### src/rtl/timer_pkg.sv
`default_nettype none
// +--------------------------------------------------------------------------+
// | timer_pkg                                                                |
// | Register offsets, CTRL/STATUS bit positions and reset values for the     |
// | APB timer.                                                               |
// | Revision: 1.0                                                            |
// +--------------------------------------------------------------------------+
package timer_pkg;

  localparam logic [7:0] c_off_ctrl   = 8'h00;
  localparam logic [7:0] c_off_load   = 8'h04;
  localparam logic [7:0] c_off_count  = 8'h08;
  localparam logic [7:0] c_off_presc  = 8'h0C;
  localparam logic [7:0] c_off_status = 8'h10;
  localparam logic [7:0] c_off_cmp    = 8'h14;

  localparam int c_bit_en  = 0;
  localparam int c_bit_ar  = 1;
  localparam int c_bit_ie  = 2;
  localparam int c_bit_exp = 0;

  localparam logic [31:0] c_load_rst = 32'hFFFF_FFFF;

endpackage
`default_nettype wire

### src/rtl/timer_prescaler.sv
`default_nettype none
// +--------------------------------------------------------------------------+
// | timer_prescaler                                                          |
// | Divides the clock: tick fires once every presc+1 enabled clocks.         |
// | Revision: 1.0                                                            |
// +--------------------------------------------------------------------------+
module timer_prescaler #(
  parameter int PRESC_W = 16
) (
  input  logic               clk,
  input  logic               rst,
  input  logic               en,
  input  logic [PRESC_W-1:0] presc,
  input  logic               restart,
  output logic               tick
);

  logic [PRESC_W-1:0] r_cnt;

  // Exact match: a PRESC lowered below the running count waits for wrap-around.
  assign tick = en && (r_cnt == presc);

  always_ff @(posedge clk) begin
    if (rst) begin
      r_cnt <= '0;
    end else if (!en || restart || tick) begin
      r_cnt <= '0;
    end else begin
      r_cnt <= r_cnt + PRESC_W'(1);
    end
  end

endmodule
`default_nettype wire

### src/rtl/apb_timer.sv
`default_nettype none
// +--------------------------------------------------------------------------+
// | apb_timer                                                                |
// | Zero-wait-state APB slave: 32-bit prescaled down-counter, one-shot or    |
// | auto-reload, sticky expiry flag and level irq. Optional compare output   |
// | enabled by defining TIMER_PWM_EN.                                        |
// | Revision: 1.0                                                            |
// +--------------------------------------------------------------------------+
module apb_timer
  import timer_pkg::*;
#(
  parameter int ADDR_W  = 12,
  parameter int DATA_W  = 32,
  parameter int PRESC_W = 16
) (
  input  logic              clk,
  input  logic              rst,
  input  logic              psel,
  input  logic              penable,
  input  logic              pwrite,
  input  logic [ADDR_W-1:0] paddr,
  input  logic [DATA_W-1:0] pwdata,
  output logic [DATA_W-1:0] prdata,
  output logic              pready,
  output logic              pslverr,
  output logic              irq,
  output logic              pwm_out
);

  logic               r_en, r_ar, r_ie, r_exp;
  logic [DATA_W-1:0]  r_load, r_count;
  logic [PRESC_W-1:0] r_presc;

  logic               w_access, w_wr, w_tick, w_expire, w_restart;
  logic               w_wr_ctrl, w_wr_load, w_wr_presc, w_wr_status;
  logic               w_mapped, w_ro_err;
  logic [ADDR_W-1:0]  w_off;
  logic [DATA_W-1:0]  w_rdata;
  logic               w_unused_ok;

  assign w_off       = {paddr[ADDR_W-1:2], 2'b00};
  assign w_unused_ok = ^paddr[1:0];

  // Reset suppresses the response so an aborted transfer never completes.
  assign w_access    = psel && penable && !rst;
  assign w_wr        = w_access && pwrite;
  assign w_wr_ctrl   = w_wr && (w_off == ADDR_W'(c_off_ctrl));
  assign w_wr_load   = w_wr && (w_off == ADDR_W'(c_off_load));
  assign w_wr_presc  = w_wr && (w_off == ADDR_W'(c_off_presc));
  assign w_wr_status = w_wr && (w_off == ADDR_W'(c_off_status));
  assign w_ro_err    = pwrite && (w_off == ADDR_W'(c_off_count));
  assign w_restart   = w_wr_ctrl && pwdata[c_bit_en] && !r_en;

  timer_prescaler #(.PRESC_W(PRESC_W)) u_presc (
    .clk     (clk),
    .rst     (rst),
    .en      (r_en),
    .presc   (r_presc),
    .restart (w_restart),
    .tick    (w_tick)
  );

  assign w_expire = w_tick && (r_count == '0);

`ifdef TIMER_PWM_EN
  logic [DATA_W-1:0] r_cmp;
  logic              w_wr_cmp;

  assign w_wr_cmp = w_wr && (w_off == ADDR_W'(c_off_cmp));

  always_ff @(posedge clk) begin
    if (rst) begin
      r_cmp   <= '0;
      pwm_out <= 1'b0;
    end else begin
      if (w_wr_cmp) r_cmp <= pwdata;
      pwm_out <= r_en && (r_count < r_cmp);
    end
  end
`else
  assign pwm_out = 1'b0;
`endif

  always_comb begin
    w_rdata  = '0;
    w_mapped = 1'b1;
    if (w_off == ADDR_W'(c_off_ctrl))        w_rdata = DATA_W'({r_ie, r_ar, r_en});
    else if (w_off == ADDR_W'(c_off_load))   w_rdata = r_load;
    else if (w_off == ADDR_W'(c_off_count))  w_rdata = r_count;
    else if (w_off == ADDR_W'(c_off_presc))  w_rdata = DATA_W'(r_presc);
    else if (w_off == ADDR_W'(c_off_status)) w_rdata = DATA_W'(r_exp);
`ifdef TIMER_PWM_EN
    else if (w_off == ADDR_W'(c_off_cmp))    w_rdata = r_cmp;
`endif
    else                                     w_mapped = 1'b0;
  end

  assign pready  = w_access;
  assign pslverr = w_access && (!w_mapped || w_ro_err);
  assign prdata  = (w_access && !pwrite) ? w_rdata : '0;
  assign irq     = r_exp && r_ie;

  always_ff @(posedge clk) begin
    if (rst) begin
      r_en    <= 1'b0;
      r_ar    <= 1'b0;
      r_ie    <= 1'b0;
      r_exp   <= 1'b0;
      r_load  <= DATA_W'(c_load_rst);
      r_count <= '0;
      r_presc <= '0;
    end else begin
      if (w_wr_ctrl) begin
        r_en <= pwdata[c_bit_en];
        r_ar <= pwdata[c_bit_ar];
        r_ie <= pwdata[c_bit_ie];
        if (w_restart) r_count <= r_load;
      end
      if (w_wr_load)  r_load  <= pwdata;
      if (w_wr_presc) r_presc <= pwdata[PRESC_W-1:0];
      if (w_wr_status && pwdata[c_bit_exp]) r_exp <= 1'b0;
      // Tick effects come last so expiry wins over W1C and over a CTRL write.
      if (w_tick) begin
        if (!w_expire) begin
          r_count <= r_count - DATA_W'(1);
        end else begin
          r_exp <= 1'b1;
          if (r_ar) r_count <= r_load;
          else      r_en    <= 1'b0;
        end
      end
    end
  end

endmodule
`default_nettype wire
### config.mk
export PLATFORM = sky130hd
export DESIGN_NAME = apb_timer
export DESIGN_NICKNAME = d
export VERILOG_FILES = /design/src/rtl/timer_pkg.sv /design/src/rtl/timer_prescaler.sv /design/src/rtl/apb_timer.sv
export SDC_FILE = /design/constraint.sdc
export NUM_CORES = 1
export LEC_CHECK = 0
export ABC_CLOCK_PERIOD_IN_PS = 3790
export BUFFER_PORTS_ARGS = -buffer_cell sky130_fd_sc_hd__buf_2
export CAP_MARGIN = 0
export CORE_MARGIN = 4
export CORE_UTILIZATION = 40
export CTS_CLUSTER_SIZE = 28
export DETAILED_ROUTE_END_ITERATION = 7
export PLACE_DENSITY = 0.66
export SLEW_MARGIN = 25
export SYNTH_ARGS = -nofsm -noshare
export SYNTH_HDL_FRONTEND = slang
export SYNTH_HIERARCHICAL = 1
export SYNTH_SLANG_ARGS = --single-unit
export TNS_END_PERCENT = 20
### constraint.sdc
create_clock -name clk -period 3.79 [get_ports clk]
set_input_delay 0.1895 -clock clk [delete_from_list [all_inputs] [get_ports clk]]
set_output_delay 0.1895 -clock clk [all_outputs]
set_load 0.01 [all_outputs]
Yosys cells after proc, flatten, opt, wreduce, memory -nomap -nowiden
Cells that the tools add are included.
{ "totals": {"regBits": 100, "input_bits": 49, "out_inout_bits": 36, "word_cells": 64} }
{ "op_classes": {"addsub": 2, "eq_ne": 5, "muxes": 23, "reduce_logical": 26} }
{ "op_table": {"columns": ["operator", "n"], "rows": [
  ["2-to-1 mux 32 bit", 9],
  ["logical NOT 32 bit", 1],
  ["subtractor 32 x 1 -> 32 bit (second input constant)", 1],
  ["== test 10 x 2 -> 1 bit (second input constant)", 2],
  ["adder 16 x 1 -> 16 bit (second input constant)", 1],
  ["== test 16 bit", 1],
  ["logical AND 1 bit", 16],
  ["2-to-1 mux 16 bit", 1],
  ["2-to-1 mux 1 bit", 13],
  ["logical NOT 12 bit", 1],
  ["== test 10 x 1 -> 1 bit (second input constant)", 1],
  ["== test 10 x 3 -> 1 bit (second input constant)", 1],
  ["logical NOT 1 bit", 4],
  ["logical OR 1 bit", 3],
  ["OR reduction 2 bit", 1]
]} }

Longest topological paths before layout
{ "logic_depth": {"ltp_word": 11, "mapped_depth": 13, "mapped_depth_nobuf": 9} }

Hierarchy
The synthesis kept the hierarchy.
{ "by_module_without_submodules": {"columns": ["module", "n_inst", "cells_each", "area_each_um2", "seq_area_each_um2"], "rows": [
  ["apb_timer", 1, 665, 5212.5, 1681.6],
  ["timer_prescaler", 1, 101, 925.9, 320.3]
]} }

Worst setup path before layout
No wires, ideal clock.
{ "synth_path": {"path_type": "register -> register", "start": "register u_presc.r_cnt[3]", "end": "register r_count[22]", "setup_ns": 0.122, "t_arrival_ns": 3.147, "t_required_ns": 3.668, "path_slack_ns": 0.521, "stages_incl_launch_ff": 13, "path_buffers": 3, "period_less_slack_ns": 3.269, "cell_sequence": "dfxtp_1 xnor2_1 nand4_1 nor4_1 and3_1 buf_4 buf_6 or4b_2 or3_1 buf_6 o31ai_4 o22ai_1 a221o_1"} }
{ "synth_via": {"elab_chain_cells": 5} }
{ "synth_rtl": {"columns": ["item", "line_no", "source"], "rows": [
  ["start: declaration", "timer_prescaler.sv:18", "logic [PRESC_W-1:0] r_cnt;"],
  ["start signal: assignment", "timer_prescaler.sv:29", "r_cnt <= r_cnt + PRESC_W'(1);"],
  ["== test 16 bit *", "timer_prescaler.sv:21", "assign tick = en && (r_cnt == presc);"],
  ["logical AND 1 bit *", "timer_prescaler.sv:21", null],
  ["via w_tick", "apb_timer.sv:34", "logic w_access, w_wr, w_tick, w_expire, w_restart;"],
  ["logical AND 1 bit", "apb_timer.sv:63", "assign w_expire = w_tick && (r_count == '0);"],
  ["2-to-1 mux 32 bit", "apb_timer.sv:124", "if (!w_expire) begin"],
  ["2-to-1 mux 32 bit *", "apb_timer.sv:123", "if (w_tick) begin"],
  ["end signal: assignment", "apb_timer.sv:117", "if (w_restart) r_count <= r_load;"],
  ["end signal: assignment", "apb_timer.sv:125", "r_count <= r_count - DATA_W'(1);"],
  ["end signal: assignment", "apb_timer.sv:128", "if (r_ar) r_count <= r_load;"],
  ["end: declaration", "apb_timer.sv:31", "logic [DATA_W-1:0] r_load, r_count;"]
]} }
The timed path passes the listed nets; every way through them passes the cells marked *.
A chain may end at the register's enable or synchronous reset.

Worst setup path after layout
{ "layout_path": {"start": "register u_presc.r_cnt[0]", "end": "register r_count[22]"} }
Same word-level chain as after synthesis.

==> impl_metrics.json <==
{
  "finalHoldViolations": 0,
  "ioPinCount": 85,
  "grtUsageTotal": 0.202,
  "maxSlewHeadroom": 0.434,
  "placementRows": 45,
  "synth.most_common_cell": "nand2_1",
  "fin_skew_ns": 0.00816,
  "place.port_buffers": 81,
  "clock_tree_from_tritoncts": "done",
  "firstDrtPassIters": 5,
  "route.detailed.drc": 0,
  "finish.cell_count_without_fillers": 1008,
  "synth_fp_nets": 817,
  "grt_pass1_vias": 5426,
  "routed_wirelength_um": 17600,
  "cts.htree.levels": 3,
  "synthesis.instances": 766,
  "die_width_um": 132,
  "grt_pass1_wl_um": 29200,
  "clock-sinks": 100,
  "cts.clk_slew.worst_paths_ns": 0.07,
  "synth_seq_cells": 100,
  "dr.first_iter.drc_count": 563,
  "placed_area_um2": 6640,
  "pin_count_of_the_biggest_net_entering_global_routing": 66,
  "period_needed_ns": 3.50,
  "timing.final.crit_share": 0.923,
  "dp_worst_setup_slack_ns": 0.329,
  "grt-ovfl-total": 0,
  "hold-worst-slack_ns": 0.0331,
  "place_hpwl_um": 12700,
  "synthesis.area_per_instance_um2": 8.01,
  "cp-start-kind": "flop",
  "floorplan.die.height_um": 132,
  "layout-area-overhead-vs-synth_pct": 13.0,
  "cts_root_buffer": "clkbuf_16",
  "yosys.area.top_type_share": 0.326,
  "core_area_um2": 15100,
  "outcome": "completed",
  "gp_routability_congestion": 0.900,
  "transition_at_the_pin_with_the_smallest_max_transition_slack_ns": 0.842,
  "synth_async_sr_flop_share": 0,
  "grt_setup_unrepaired": "no",
  "synth.yosys.seq_area_share": 0.326,
  "cts_inserted_buffers": 9,
  "final_layout_size_suffix_gt1_frac": 0.195,
  "synth_ff_type": "dfxtp_1",
  "synth_top_area_cell": "dfxtp_1",
  "numPlacedInstances": 992,
  "crit_type": "flop to flop",
  "routed-via-count": 5769,
  "detail_route.wl_per_cell_um": 17.5,
  "fin_area_um2": 6940,
  "ant_nets": 0,
  "post-route-worst-setup-slack_ns": 0.294,
  "diodes": 0,
  "cp-end-kind": "flop",
  "hold_buffers": 0,
  "antenna_violations_before_repair": 0,
  "post_cts_resize_count": 0,
  "mappedNetlistArea_um2": 6140,
  "critPathRequiredTime_ns": 4.04,
  "nets": 866,
  "final_setup_tns_ns": 0,
  "pwr_density_cell_nw_per_um2": 304,
  "die-area_um2": 17400,
  "power.static_leakage_nw": 2.89,
  "cts_max_path_buffers": 2,
  "synth_cell_types": 71,
  "final-max-slew-violation-count": 0,
  "maxCapViolCount": 0,
  "synthesis.yosys.warnings": 6,
  "start_util": 0.405,
  "post_synth_most_frequent_cells": "134 x nand2_1, 100 x dfxtp_1, 61 x nor2_1",
  "worst_ep_arrival_time_ns": 3.75,
  "post-cts-setup-buffer-count": 0,
  "setup_violations_final": 0,
  "clk_latency_ns": 0.36,
  "fillerInstances": 1490,
  "cp_max_fo": 9,
  "avgViaCountPerCell": 5.72,
  "clock.fmax_mhz": 286,
  "synth_enable_flop_cells": 0,
  "hold_path_class": "primary input to flop",
  "synth_top_cells_by_area": "dfxtp_1 33%, nand2_1 8.2%, xnor2_1 4.9%",
  "ir_drop_mv": 0.251
}
-- state kept, by name, indices dropped and copies added, names as in the netlist --
register	cells
r_ar	1
r_count	32
r_en	1
r_exp	1
r_ie	1
r_load	32
r_presc	16
u_presc/r_cnt	16
-- per-layer routing --
layer | vias up | track usage | part of all wire
met2 | 178 | 0.303 | 0.44
met5 | - | 0 | 0
met4 | 0 | 0.0758 | 0.023
met3 | 24 | 0.0408 | 0.056
met1 | 2686 | 0.286 | 0.48
li1 | 2881 | - | -
-- metrics by stage --
stage	total power, mW	utilization
floorplan	1.13	-
global placement	1.17	0.438
detailed placement	1.17	0.438
CTS	2.13	0.458
global route	2.18	0.458
finish	2.11	0.458
-- power by group --
group | leakage [nW] | total [mW] | internal [mW] | switching (mW)
Sequential | 0.806 | 1.05 | 1.05 | 0.000126
Clock | 0.145 | 0.960 | 0.521 | 0.439
Combinational | 1.94 | 0.101 | 0.0430 | 0.0581
-- logic make-up (layout without fill, tap and decap cells) --
logic type / count (synthesis) / count (layout) / synth area share
adders and majority gates: 2 / 2 / 0.00408
other: 1 / 1 / 0.000611
and+or+nand+nor: 362 / 362 / 0.307
DFF: 100 / 100 / 0.326
xor gates and xnor gates: 43 / 43 / 0.0614
buffers and inverters: 69 / 123 / 0.0510
muxes: 46 / 46 / 0.0797
AOI/OAI and AO/OA: 143 / 143 / 0.170
-- cells in the final DEF (no fill, tap or decap), drive strengths merged, types with 9 or more instances in the layout --
cell type    n
a21oi       37
a22oi       29
buf         99
clkbuf      10
dfxtp      100
inv         11
mux2        23
mux2i       23
nand2      134
nand3       12
nand3b      33
nand4       14
nor2        61
nor3        35
nor4        20
o22ai       16
or3         13
or4         11
xnor2       34
xor2         9
-- final timing paths --
check | startpoint | endpoint | slack [ns] | cells past startpoint
max | u_presc/r_cnt[0]$_SDFF_PP0_ | r_count[22]$_SDFF_PP0_ | 0.29 | 9
min | pwdata[23] | r_load[23]$_SDFFE_PP1P_ | 0.03 | 3
max reg2reg | u_presc/r_cnt[0]$_SDFF_PP0_ | r_count[22]$_SDFF_PP0_ | 0.29 | 9
min reg2reg | r_presc[0]$_SDFFE_PP0P_ | r_presc[0]$_SDFFE_PP0P_ | 0.49 | 2
-- layout make-up --
class	count	area, um^2	share of cell area
clock buffer	10	229	0.0330
clock inverter	6	71.3	0.0103
inverter	8	30.0	0.00433
multi-input combinational	597	3830	0.552
sequential	100	2000	0.288
tap	188	235	0.0339
timing repair buffer	99	541	0.0779
-- worst max-delay path: stages (launching register included) --
cell     delay, ns
dfxtp_1       0.36
xnor2_1       0.25
nand4_1       0.12
nor4_1        0.24
and3_1        0.28
or4b_2        0.64
or3_1         0.55
o31ai_4       0.54
o22ai_1       0.13
a221o_1       0.27
Note: power is estimated with default switching activity, not from simulation.
